`src/rtl/sec_counter_bcd.sv`:
```
// sec_counter_bcd: multi-digit BCD seconds counter with tick prescaler and
// active-low 7-segment decode (gfedcba per digit, digit 0 in the low field).
// Optional feature: define SEC_CNT_BLANK_EN for leading-zero blanking.
module sec_counter_bcd #(
    parameter int unsigned CLK_HZ  = 50_000_000,
    parameter int unsigned TICK_HZ = 1,
    parameter int unsigned DIGITS  = 2,
    parameter int unsigned MAX     = 59
) (
    input  logic                  clk_i,
    input  logic                  rst_ni,
    input  logic                  run_i,
    input  logic                  down_i,
    input  logic                  clr_i,
    input  logic                  load_i,
    input  logic [4*DIGITS-1:0]   load_val_i,
    output logic [4*DIGITS-1:0]   bcd_o,
    output logic [7*DIGITS-1:0]   hex_o,
    output logic                  wrap_o
);

    localparam int unsigned DIV = CLK_HZ / TICK_HZ;
    localparam int unsigned PW  = (DIV > 1) ? $clog2(DIV) : 1;
    localparam int unsigned BW  = 4 * DIGITS;

    typedef logic [BW-1:0] bcd_t;

    // Decimal terminal count converted to BCD at elaboration time.
    function automatic bcd_t to_bcd(input int unsigned v);
        bcd_t        r;
        int unsigned x;
        r = '0;
        x = v;
        for (int i = 0; i < int'(DIGITS); i++) begin
            r[4*i +: 4] = 4'(x % 10);
            x           = x / 10;
        end
        return r;
    endfunction

    function automatic logic [6:0] seg7(input logic [3:0] d);
        logic [6:0] s;
        case (d)
            4'd0:    s = 7'b1000000;
            4'd1:    s = 7'b1111001;
            4'd2:    s = 7'b0100100;
            4'd3:    s = 7'b0110000;
            4'd4:    s = 7'b0011001;
            4'd5:    s = 7'b0010010;
            4'd6:    s = 7'b0000010;
            4'd7:    s = 7'b1011000;
            4'd8:    s = 7'b0000000;
            4'd9:    s = 7'b0010000;
            default: s = 7'b1111111;
        endcase
        return s;
    endfunction

    localparam bcd_t          MaxBcd    = to_bcd(MAX);
    localparam logic [PW-1:0] PrescLast = PW'(DIV - 1);

    logic [PW-1:0] presc_q, presc_d;
    bcd_t          cnt_q, cnt_d;
    logic          wrap_q, wrap_d;

    logic tick;
    logic load_ok;
    bcd_t inc_val;
    bcd_t dec_val;
    logic carry;
    logic borrow;

    assign tick = run_i && (presc_q == PrescLast);

    // Load value is accepted only if every nibble is a decimal digit and it
    // does not exceed the terminal count; valid BCD orders like binary.
    always_comb begin
        load_ok = 1'b1;
        for (int i = 0; i < int'(DIGITS); i++) begin
            if (load_val_i[4*i +: 4] > 4'd9) begin
                load_ok = 1'b0;
            end
        end
        if (load_val_i > MaxBcd) begin
            load_ok = 1'b0;
        end
    end

    // BCD increment with ripple carry and decrement with ripple borrow.
    always_comb begin
        inc_val = cnt_q;
        dec_val = cnt_q;
        carry   = 1'b1;
        borrow  = 1'b1;
        for (int i = 0; i < int'(DIGITS); i++) begin
            if (carry) begin
                if (cnt_q[4*i +: 4] == 4'd9) begin
                    inc_val[4*i +: 4] = 4'd0;
                end else begin
                    inc_val[4*i +: 4] = cnt_q[4*i +: 4] + 4'd1;
                    carry             = 1'b0;
                end
            end
            if (borrow) begin
                if (cnt_q[4*i +: 4] == 4'd0) begin
                    dec_val[4*i +: 4] = 4'd9;
                end else begin
                    dec_val[4*i +: 4] = cnt_q[4*i +: 4] - 4'd1;
                    borrow            = 1'b0;
                end
            end
        end
    end

    // Next state: CLR beats LOAD beats tick; WRAP only on a wrapping tick.
    always_comb begin
        presc_d = presc_q;
        cnt_d   = cnt_q;
        wrap_d  = 1'b0;
        if (clr_i) begin
            presc_d = '0;
            cnt_d   = '0;
        end else if (load_i) begin
            presc_d = '0;
            cnt_d   = load_ok ? load_val_i : MaxBcd;
        end else if (tick) begin
            presc_d = '0;
            if (down_i) begin
                if (cnt_q == '0) begin
                    cnt_d  = MaxBcd;
                    wrap_d = 1'b1;
                end else begin
                    cnt_d = dec_val;
                end
            end else begin
                if (cnt_q == MaxBcd) begin
                    cnt_d  = '0;
                    wrap_d = 1'b1;
                end else begin
                    cnt_d = inc_val;
                end
            end
        end else if (run_i) begin
            presc_d = presc_q + PW'(1);
        end
    end

    // State registers with asynchronous active-low reset.
    always_ff @(posedge clk_i or negedge rst_ni) begin
        if (!rst_ni) begin
            presc_q <= '0;
            cnt_q   <= '0;
            wrap_q  <= 1'b0;
        end else begin
            presc_q <= presc_d;
            cnt_q   <= cnt_d;
            wrap_q  <= wrap_d;
        end
    end

    assign bcd_o  = cnt_q;
    assign wrap_o = wrap_q;

`ifdef SEC_CNT_BLANK_EN
    logic lead_zero;

    // Segment decode, blanking zeros above digit 0 while all higher digits are zero.
    always_comb begin
        hex_o     = '1;
        lead_zero = 1'b1;
        for (int i = int'(DIGITS) - 1; i >= 0; i--) begin
            if ((i != 0) && lead_zero && (cnt_q[4*i +: 4] == 4'd0)) begin
                hex_o[7*i +: 7] = 7'b1111111;
            end else begin
                hex_o[7*i +: 7] = seg7(cnt_q[4*i +: 4]);
                lead_zero       = 1'b0;
            end
        end
    end
`else
    // Segment decode of every digit, leading zeros shown.
    always_comb begin
        hex_o = '1;
        for (int i = 0; i < int'(DIGITS); i++) begin
            hex_o[7*i +: 7] = seg7(cnt_q[4*i +: 4]);
        end
    end
`endif

endmodule
```
`config.mk`:
```
export PLATFORM = sky130hd
export DESIGN_NAME = sec_counter_bcd
export DESIGN_NICKNAME = d
export VERILOG_FILES = /design/src/rtl/sec_counter_bcd.sv
export SDC_FILE = /design/constraint.sdc
export NUM_CORES = 1
export LEC_CHECK = 0
export ABC_AREA = 1
export CAP_MARGIN = 20
export CORE_ASPECT_RATIO = 0.8
export CORE_UTILIZATION = 69
export DETAILED_ROUTE_END_ITERATION = 16
export DONT_BUFFER_PORTS = 1
export PLACE_DENSITY = 0.86
export SYNTH_ARGS = -nofsm -noshare
export SYNTH_HDL_FRONTEND = slang
export SYNTH_SLANG_ARGS = --single-unit
```
`constraint.sdc`:
```
create_clock -name clk_i -period 3 [get_ports clk_i]
set_input_delay 0.6 -clock clk_i [delete_from_list [all_inputs] [get_ports clk_i]]
set_output_delay 0.6 -clock clk_i [all_outputs]
set_load 0.01 [all_outputs]
```
==> results.md, run 1 <==
- Status: finished, final reports clean
- Cell Chain, Critical Path: inv_1 > ha_1 > ha_1 > o221ai_1
- Synth Net Count: between 400 and 500
- Slew @ Worst Pin: 0.6942 ns
- HP Class: in -> async
- Vias: 2709
- DRT iter0 DRCs: 303
- Worst Path Required: roughly 2.4 ns
- Crit path time final: 2.391 ns
- H-tree depth: 2
- TritonCTS clock tree: built
- Cell count after placement: around 450
- Vias/cell: between 5 and 6
- Non-Filler Instances: about 460
- Slowest CP cell: dfrtp_1
- Num CTS Buffers: 5
- Top Family by Delay on Critical Path: adder cells
- Count of pins over their slew limit: 0
- Crit path DAT: around 1.8 ns
- Worst setup EP type: output pin
- GP Congestion: 0.9404
- Synth cell types: 35
- Gr ovfl total: 0
- Mapped Area: 0.002661 sq mm
- Die X: ~70 um
- Clock buffer depth: 2
- Synth top area cells: dfrtp_1 33%, nand2_1 17%, inv_1 7.9%
- Global-route wire length before repair: around 11000 um
- Worst Setup Start Kind: flip-flop
- Detailed Routing Iterations Pass 1: 5
- Synth Register Bits: 35
- Initial antenna violation count: 0
- CTS clock-pin slew for the worst setup and hold paths: approximately 0.07 ns
- Worst-path fanout max: 8
- I/O pins: 37
- Hold Fails Final Rpt: 0
- Fin Hold WS: about 0.13 ns
- Area grow syn2layout: 5.548%
- Cells after Synth: just over 400
- Most frequent CP cell: ha_1
- Overall die area: 0.004111 sq mm
- Clk sinks: 35
- Leakage: roughly 1.3 nW
- # Post-CTS Setup Buffers: 0
- Largest net degree at the start of global routing: 36
- TNS Setup: 0 ns
- Slowest Stage Delay on Critical Path: roughly 0.51 ns
- Initial core utilization: about three quarters
- Final setup fails: 0
- Nets: between 400 and 500
- Latest clock arrival within the worst-skew pair: ~0.29 ns
- Layout cell share with drive strength beyond 1: 5.301%
- Port Buffers: 0
- Max-cap viol count: 0
- Finished Core Util: between 70 and 80%
- CTS Root Cell: clkbuf_8
- Final period utilization: between 70% and 80%
- Max Clock Freq: approximately 420 MHz
- EDFF count, synth: 0
- Routed wire length: ~6500 um
- Yosys top cell by area: dfrtp_1
- YS warnings: 0
- VDD IR-drop max: approximately 430 uV
- Synth top area share: roughly 33%
- Kind of critical path: reg -> out
- RSZ-0062 raised after global routing: false
- Die height: between 50 and 60 um
- # diodes: 0
- Worst Skew: approximately 0.0039 ns
- # rows: 19
- Relative slew slack: between 50% and 60%
- Top_reg_cell synth: dfrtp_1
- Core ar.: roughly 0.0036 sq mm
- Buf/Inv on CP: 1
- Detail Route Antenna Nets: 0
- Wirelength per Cell: 14.32 um
- Pwr/cell area: 413.6 mW/mm^2
- Post-synth ARST share: 100.0%
- Post-synth top cells: 117 x nand2_1, 56 x inv_1, 49 x nor2_1, 37 x nand3_1, 35 x dfrtp_1
- Gr usage total: 34.51%
- Register area share after synthesis: 32.91%
- Hpwl dp: between 4000 and 5000 um
- Vias in the first global route: 2549
- Syn Area/Cell: 6.523 sq um
- Most common cell in the synthesized netlist: nand2_1
- Post-route DRC: 0
==> layer usage <==
layer / up-vias / part of all wire [%] / global-route usage (%)
li1: 1330 / - / -
met1: 1212 / 45 / 46.42
met2: 155 / 44 / 54.56
met3: 12 / 10 / 7.774
met4: 0 / 1.1 / 13.71
met5: - / 0 / 0
==> where the power goes <==
group          internal, W  leakage [nW]  switching [W]  total [W]
logic            0.0000935         0.828       0.000210   0.000303
registers         0.000486         0.480      0.0000404   0.000527
clock network     0.000163        0.0422       0.000169   0.000332
==> placed cells by master, fill, tap and decap left out, types with 2 or more instances in the layout <==
cell type	count
buf_4	2
nor4_1	2
clkbuf_1	2
xor2_1	5
o211ai_1	3
clkbuf_8	5
nor3_1	12
a21oi_1	13
nand3_1	37
nand2_1	117
o21ai_0	23
o21bai_1	3
inv_1	56
dfrtp_1	35
inv_2	3
o21ai_1	5
ha_1	13
nor2_2	3
nor2_1	49
nand4_1	10
==> final cells by class <==
class,count,area [sq um]
sequential,35,875.8
inverter,60,225.2
multi-input combinational,309,1539
clock buffer,7,76.32
clock inverter,1,5.005
fill,275,757.0
tap,42,52.55
timing repair buffer,3,35.03
==> per-stage QoR <==
step	setup WS, ns	cell area (sq um)	power (W)
2_1_floorplan	1.091	2661	0.0007600
3_3_place_gp	1.012	2708	0.0008159
3_5_place_dp	0.9270	2708	0.0008194
4_1_cts	0.6031	2809	0.001160
5_1_grt	0.5017	2809	0.001225
6_report	0.6090	2809	0.001162
==> cell families after synthesis <==
family / share of synthesized area (%)
AO/OA/AOI/OAI: 10.86
XOR/XNOR: 1.645
adder cells (fa/ha/maj): 6.112
buffers and inverters: 9.262
flip-flops: 32.91
AND/OR/NAND/NOR: 39.21
==> worst paths after layout <==
kind,endpoint,slack [ns],startpoint,cells after the start
min in group clk_i,presc_q[1],0.44,run_i,2
worst min-delay path,presc_q[0],0.13,rst_ni,1
worst max-delay path,hex_o[11],0.61,bcd_o[4],4
worst max register to register,presc_q[16],0.97,presc_q[1],9
worst min register to register,presc_q[1],0.51,presc_q[1],2
max in group asynchronous,bcd_o[7],2.68,rst_ni,1
==> registers in the layout, indices dropped and copies added, names as in the netlist <==
name and count:
presc_q 26, bcd_o 8, wrap_o 1
==> timing repair <==
action | 4_1_cts | 5_1_grt
hold endpoints to repair | 35 | 0
gates resized for setup | 0 | 0
hold buffers | 1 | 0
endpoints found under the setup margin | 0 | 0
Note: power is estimated with default switching activity, not from simulation.
==> run 2, diff against run 1 <==
--- a/config.mk
+++ b/config.mk
@@ -8,10 +8,10 @@
 export ABC_AREA = 1
 export CAP_MARGIN = 20
 export CORE_ASPECT_RATIO = 0.8
-export CORE_UTILIZATION = 69
+export CORE_UTILIZATION = 58
 export DETAILED_ROUTE_END_ITERATION = 16
 export DONT_BUFFER_PORTS = 1
-export PLACE_DENSITY = 0.86
+export PLACE_DENSITY = 0.77
 export SYNTH_ARGS = -nofsm -noshare
 export SYNTH_HDL_FRONTEND = slang
 export SYNTH_SLANG_ARGS = --single-unit
==> constraint.sdc (replaced) <==
create_clock -name clk_i -period 1.95 [get_ports clk_i]
set_input_delay 0.39 -clock clk_i [delete_from_list [all_inputs] [get_ports clk_i]]
set_output_delay 0.39 -clock clk_i [all_outputs]
set_load 0.01 [all_outputs]
==> results.md, run 2 (synthesis gave the netlist of run 1 again) <==
- Status: finished, final reports clean (unchanged)
- Worst setup EP type: output pin (unchanged)
- Max Clock Freq: about 540 MHz
- Leading cell type in the layout, fill and taps excluded: nand2_1 (unchanged)
- Clk sinks: 35 (unchanged)
- Leakage: 1.420 nW (was 1.350 nW)
- Post-route cell area: 0.002953 sq mm (was 0.002809 sq mm)
- Met1 Use GR: 43.04% (was 46.42%)
- GR Util met3: 4.818% (was 7.774%)
- Detail Route Antenna Nets: 0 (unchanged)
- Worst Setup Start Kind: flip-flop (unchanged)
- Post-route DRC: 0 (unchanged)
- Wirelength per Cell: 13.41 um (was 14.32 um)
- Largest net degree at the start of global routing: 36 (unchanged)
- VDD IR-drop max: 513.3 uV (was 425.9 uV)
- Largest register FFs: 26 (unchanged)
- Flop2flop setup slack: 0.18 ns (was 0.97 ns)
- Die height: 62.59 um (was 57.55 um)
- TNS Setup: 0 ns (unchanged)
- Core ar.: 0.004283 sq mm (was 0.003566 sq mm)
- Initial antenna violation count: 0 (unchanged)
- Top reg by flops: presc_q (unchanged)
- H-tree depth: 2 (unchanged)
- Num CTS Buffers: 5 (unchanged)
- Detailed Routing Iterations Pass 1: 5 (unchanged)
- Place WS: 0.1969 ns (was 0.9270 ns)
- I/O pins: 37 (unchanged)
- Final period utilization: between 90% and 100%
- M2 GR Usage: 41.59% (was 54.56%)
- Routed wire length: 6503 um (was 6546 um)
- Latest clock arrival within the worst-skew pair: 0.28 ns (was 0.29 ns)
- Worst Skew: 0.006208 ns (was 0.003901 ns)
- Worst-path fanout max: 5 (was 8)
- PnR worst setup slack: 0.09036 ns (was 0.6090 ns)
- Crit path time final: between 1.5 and 2 ns
- Relative slew slack: 76.58% (was 53.72%)
- DRT iter0 DRCs: 212 (was 303)
- Vias in the first global route: 2389 (was 2549)
- Most frequent cells in the layout: 117 x nand2_1, 55 x inv_1, 49 x nor2_1 (was 117 x nand2_1, 56 x inv_1, 49 x nor2_1)
- Die X: 77.74 um (was 71.44 um)
- Hpwl dp: 4834 um (was 4829 um)
- Worst Path Required: 1.56 ns (was 2.40 ns)
- Final setup fails: 0 (unchanged)
- # diodes: 0 (unchanged)
- Pwr/cell area: 634.0 mW/mm^2 (was 413.6 mW/mm^2)
- Top Usage Layer GRT: met1 (was met2)
- Port Buffers: 0 (unchanged)
- Area after DPL: 0.002809 sq mm (was 0.002708 sq mm)
- CTS clock-pin slew for the worst setup and hold paths: 0.07 ns (about the same)
- Hold Fails Final Rpt: 0 (unchanged)
- Vias: 2693 (was 2709)
- # rows: 21 (was 19)
- Total power: 0.001872 W (was 0.001162 W)
- Nets: 455 (was 441)
- Initial core utilization: 62.14% (was 74.63%)
- Clock buffer depth: 2 (unchanged)
- Max-cap viol count: 0 (unchanged)
- Gr usage total: 28.39% (was 34.51%)
- CTS Root Cell: clkbuf_8 (unchanged)
- Gr ovfl total: 0 (unchanged)
- Area grow syn2layout: 10.95% (was 5.548%)
- Global-route wire length before repair: 11080 um (was 10960 um)
- HP Class: in -> reg (was in -> async)
- TritonCTS clock tree: built (unchanged)
- Overall die area: 0.004865 sq mm (was 0.004111 sq mm)
- Kind of critical path: reg -> out (unchanged)
- Crit path DAT: 1.47 ns (was 1.79 ns)
- GP Congestion: 0.9239 (was 0.9404)
- Layout cell share with drive strength beyond 1: 9.579% (was 5.301%)
- Slew @ Worst Pin: 0.3477 ns (was 0.6942 ns)
- Count of pins over their slew limit: 0 (unchanged)
- RSZ-0062 raised after global routing: false (unchanged)
- Vias/cell: 5.553 (was 5.928)
- Finished Core Util: 68.95% (was 78.77%)
==> run 2: changes by cell type in the layout (fill, tap and decap cells not counted), moves of 2 or more <==
cell      before  now
buf_4          2   15
clkbuf_1       2    0
dfrtp_1       35   33
dfrtp_2        0    2
o21ai_0       23   21
o21ai_1        5    7
==> run 2: timing repair <==
item                                    in CTS  in global routing
hold endpoints to repair                    35                  0
endpoints found under the setup margin       5                  7
buffers inserted                             1                  1
hold buffers                                 2                  0
pin swaps                                    0                  0
resized for setup                            2                  5
==> run 2: power breakdown <==
part | switching, W | internal (W) | total [W]
Clock | 0.000252 | 0.000277 | 0.000529
Sequential | 0.0000312 | 0.000750 | 0.000781
Combinational | 0.000370 | 0.000192 | 0.000562
==> run 2: layer usage <==
layer | up-vias | share of wire, %
li1 | 1357 | -
met1 | 1238 | 50
met2 | 89 | 43
met3 | 9 | 6.1
met4 | 0 | 0.86
met5 | - | 0
==> run 2: path summary, 6_finish.rpt <==
kind                               to  startpoint  depth (start not counted)
max                         hex_o[11]    bcd_o[4]                          4
min in group asynchronous  presc_q[2]      rst_ni                          2
max in group asynchronous    bcd_o[4]      rst_ni                          2
max reg2reg                  bcd_o[7]    bcd_o[0]                         11
min                        presc_q[1]       run_i                          2
min reg2reg                presc_q[1]  presc_q[1]                          2
==> run 2: metrics by stage <==
| step | instances | hold slack [ns] |
|---|---|---|
| 2_1_floorplan | 408 | 0.09441 |
| 3_3_place_gp | 474 | 0.09524 |
| 3_5_place_dp | 474 | 0.09527 |
| 4_1_cts | 484 | 0.2467 |
| 5_1_grt | 485 | 0.2532 |
| 6_report | 485 | 0.2452 |
==> run 2: final cells by class <==
type | count | area (sq um)
Inverter | 60 | 225.2
Clock buffer | 6 | 82.58
Fill cell | 383 | 1330
Tap cell | 57 | 71.32
Multi-Input combinational cell | 309 | 1548
Clock inverter | 1 | 5.005
Sequential cell | 35 | 878.3
Timing Repair Buffer | 17 | 142.6
==> run 2: worst max-delay path, cell delays in order (launching register included) <==
cell      delay [ns]
dfrtp_2         0.41
inv_1           0.08
ha_1            0.25
ha_1            0.21
o221ai_2        0.24
==> run 3, diff against run 2 <==
--- a/config.mk
+++ b/config.mk
@@ -8,10 +8,11 @@
 export ABC_AREA = 1
 export CAP_MARGIN = 20
 export CORE_ASPECT_RATIO = 0.8
-export CORE_UTILIZATION = 58
+export CORE_UTILIZATION = 64
+export CTS_CLUSTER_DIAMETER = 100
 export DETAILED_ROUTE_END_ITERATION = 16
 export DONT_BUFFER_PORTS = 1
-export PLACE_DENSITY = 0.77
+export PLACE_DENSITY = 0.81
 export SYNTH_ARGS = -nofsm -noshare
 export SYNTH_HDL_FRONTEND = slang
 export SYNTH_SLANG_ARGS = --single-unit
==> constraint.sdc (replaced) <==
create_clock -name clk_i -period 2.01 [get_ports clk_i]
set_input_delay 0.402 -clock clk_i [delete_from_list [all_inputs] [get_ports clk_i]]
set_output_delay 0.402 -clock clk_i [all_outputs]
set_load 0.01 [all_outputs]
==> results.md, run 3 (synthesis gave the netlist of run 1 again) <==
- Kind of critical path: reg -> out (unchanged)
- Leading cell type in the layout, fill and taps excluded: nand2_1 (unchanged)
- # diodes: 0 (unchanged)
- CTS Root Cell: clkbuf_8 (unchanged)
- Die X: 74.10 um (was 77.74 um)
- # rows: 20 (was 21)
- I/O pins: 37 (unchanged)
- Max Clock Freq: ~520 MHz
- Max-cap viol count: 0 (unchanged)
- # Post-CTS Setup Buffers: 0 (was 1)
- Vias in the first global route: 2372 (was 2389)
- Count of pins over their slew limit: 0 (unchanged)
- Wirelength per Cell: 13.63 um (was 13.41 um)
- Clk sinks: 35 (unchanged)
- Pwr/cell area: 624.7 mW/mm^2 (was 634.0 mW/mm^2)
- Post-route DRC: 0 (unchanged)
- Area after DPL: 0.002791 sq mm (was 0.002809 sq mm)
- Worst setup EP type: output pin (unchanged)
- DRT iter0 DRCs: 328 (was 212)
- Worst Skew: 0.005063 ns (was 0.006208 ns)
- Worst-path fanout max: 5 (unchanged)
- Multi-input logic area: 0.001555 sq mm (was 0.001548 sq mm)
- Vias/cell: 5.648 (was 5.553)
- Total power: 0.001836 W (was 0.001872 W)
- Place WS: -0.2639 ns (was 0.1969 ns)
- HP Class: in -> reg (unchanged)
- Global-route wire length before repair: 10660 um (was 11080 um)
- Gr ovfl total: 0 (unchanged)
- Vias: 2711 (was 2693)
- Cell count after placement: 470 (was 474)
- Hpwl dp: 4929 um (was 4834 um)
- Routed wire length: 6540 um (was 6503 um)
- Register area: 877.1 sq um (was 878.3 sq um)
- Core ar.: 0.003879 sq mm (was 0.004283 sq mm)
- Most frequent cells in the layout: 117 x nand2_1, 56 x inv_1, 48 x nor2_1 (was 117 x nand2_1, 55 x inv_1, 49 x nor2_1)
- Crit path time final: around 1.9 ns
- Leakage: 1.406 nW (was 1.420 nW)
- Worst Setup Start Kind: flip-flop (unchanged)
- Largest net degree at the start of global routing: 36 (unchanged)
- Largest register FFs: 26 (unchanged)
- Final period utilization: a little over nine tenths
- Overall die area: 0.004422 sq mm (was 0.004865 sq mm)
- Port Buffers: 0 (unchanged)
- Fin Hold WS: 0.2507 ns (was 0.2452 ns)
- Clock buffer depth: 2 (unchanged)
- Die height: 59.68 um (was 62.59 um)
- CTS clock-pin slew for the worst setup and hold paths: 0.07 ns (about the same)
- Worst Path Required: 1.61 ns (was 1.56 ns)
- Layout cell share with drive strength beyond 1: 8.471% (was 9.579%)
- Top reg by flops: presc_q (unchanged)
- Num CTS Buffers: 5 (unchanged)
- Relative slew slack: 66.56% (was 76.58%)
- Nets: 451 (was 455)
- Filler cell count: 318 (was 383)
- Detail Route Antenna Nets: 0 (unchanged)
- Gr usage total: 31.64% (was 28.39%)
- Initial core utilization: 68.61% (was 62.14%)
- Hold Fails Final Rpt: 0 (unchanged)
- Post-route cell area: 0.002939 sq mm (was 0.002953 sq mm)
- RSZ-0062 raised after global routing: true (was false)
- Initial antenna violation count: 0 (unchanged)
- H-tree depth: 2 (unchanged)
- Crit path DAT: 1.52 ns (was 1.47 ns)
- TritonCTS clock tree: built (unchanged)
- Status: finished, final reports clean (unchanged)
- VDD IR-drop max: 469.0 uV (was 513.3 uV)
- Detailed Routing Iterations Pass 1: 5 (unchanged)
- GP Congestion: 0.9200 (was 0.9239)
- PnR worst setup slack: 0.09074 ns (was 0.09036 ns)
- Final setup fails: 0 (unchanged)
- Slew @ Worst Pin: 0.4978 ns (was 0.3477 ns)
- Area grow syn2layout: 10.44% (was 10.95%)
- Latest clock arrival within the worst-skew pair: 0.29 ns (was 0.28 ns)
- Non-Filler Instances: 480 (was 485)
[run 3: critical path, stage by stage (launching register included)]
cell	delay [ns]
dfrtp_1	0.35
inv_1	0.10
ha_1	0.28
ha_1	0.20
o221ai_1	0.30
[run 3: metal layers]
| layer | wire [um] | share of wire (%) | vias to the layer above | track usage, % |
|---|---|---|---|---|
| li1 | - | - | 1350 | - |
| met1 | 3160 | 48 | 1250 | 47.08 |
| met2 | 2796 | 43 | 106 | 49.22 |
| met3 | 540 | 8.3 | 5 | 5.396 |
| met4 | 43 | 0.66 | 0 | 4.945 |
| met5 | 0 | 0 | - | 0 |
[run 3: per-stage QoR]
step,TNS (ns),util (%)
2_1_floorplan,0,-
3_3_place_gp,-0.8809,71.97
3_5_place_dp,-1.799,71.97
4_1_cts,0,75.42
5_1_grt,-0.006247,75.77
6_report,0,75.77
[run 3: timing repair]
item / 4_1_cts / 5_1_grt
endpoints found under the setup margin: 16 / 9
endpoints found under the hold margin: 35 / 0
gates cloned: 0 / 0
pin swaps: 0 / 0
resized for setup: 2 / 6
hold buffers: 2 / 0
[run 3: final timing paths]
path	start	to	slack (ns)	cells past startpoint
worst max-delay path	bcd_o[4]	hex_o[11]	0.09	4
worst min-delay path	run_i	presc_q[1]	0.25	2
worst max register to register	bcd_o[0]	wrap_o	0.19	8
worst min register to register	presc_q[25]	presc_q[25]	0.56	2
max in group asynchronous	rst_ni	bcd_o[2]	1.27	2
min in group asynchronous	rst_ni	presc_q[4]	0.56	2
[run 3: layout make-up]
| type | instances | area share (%) |
|---|---|---|
| Multi-Input combinational cell | 309 | 52.92 |
| Inverter | 60 | 7.663 |
| Tap cell | 55 | 2.341 |
| Sequential cell | 35 | 29.84 |
| Timing Repair Buffer | 13 | 3.831 |
| Clock buffer | 8 | 3.406 |
[run 3: report_power, final]
group / switching (W) / internal (W) / total [W]
Clock: 0.000250 / 0.000313 / 0.000563
Combinational: 0.000351 / 0.000165 / 0.000516
Sequential: 0.0000306 / 0.000727 / 0.000757
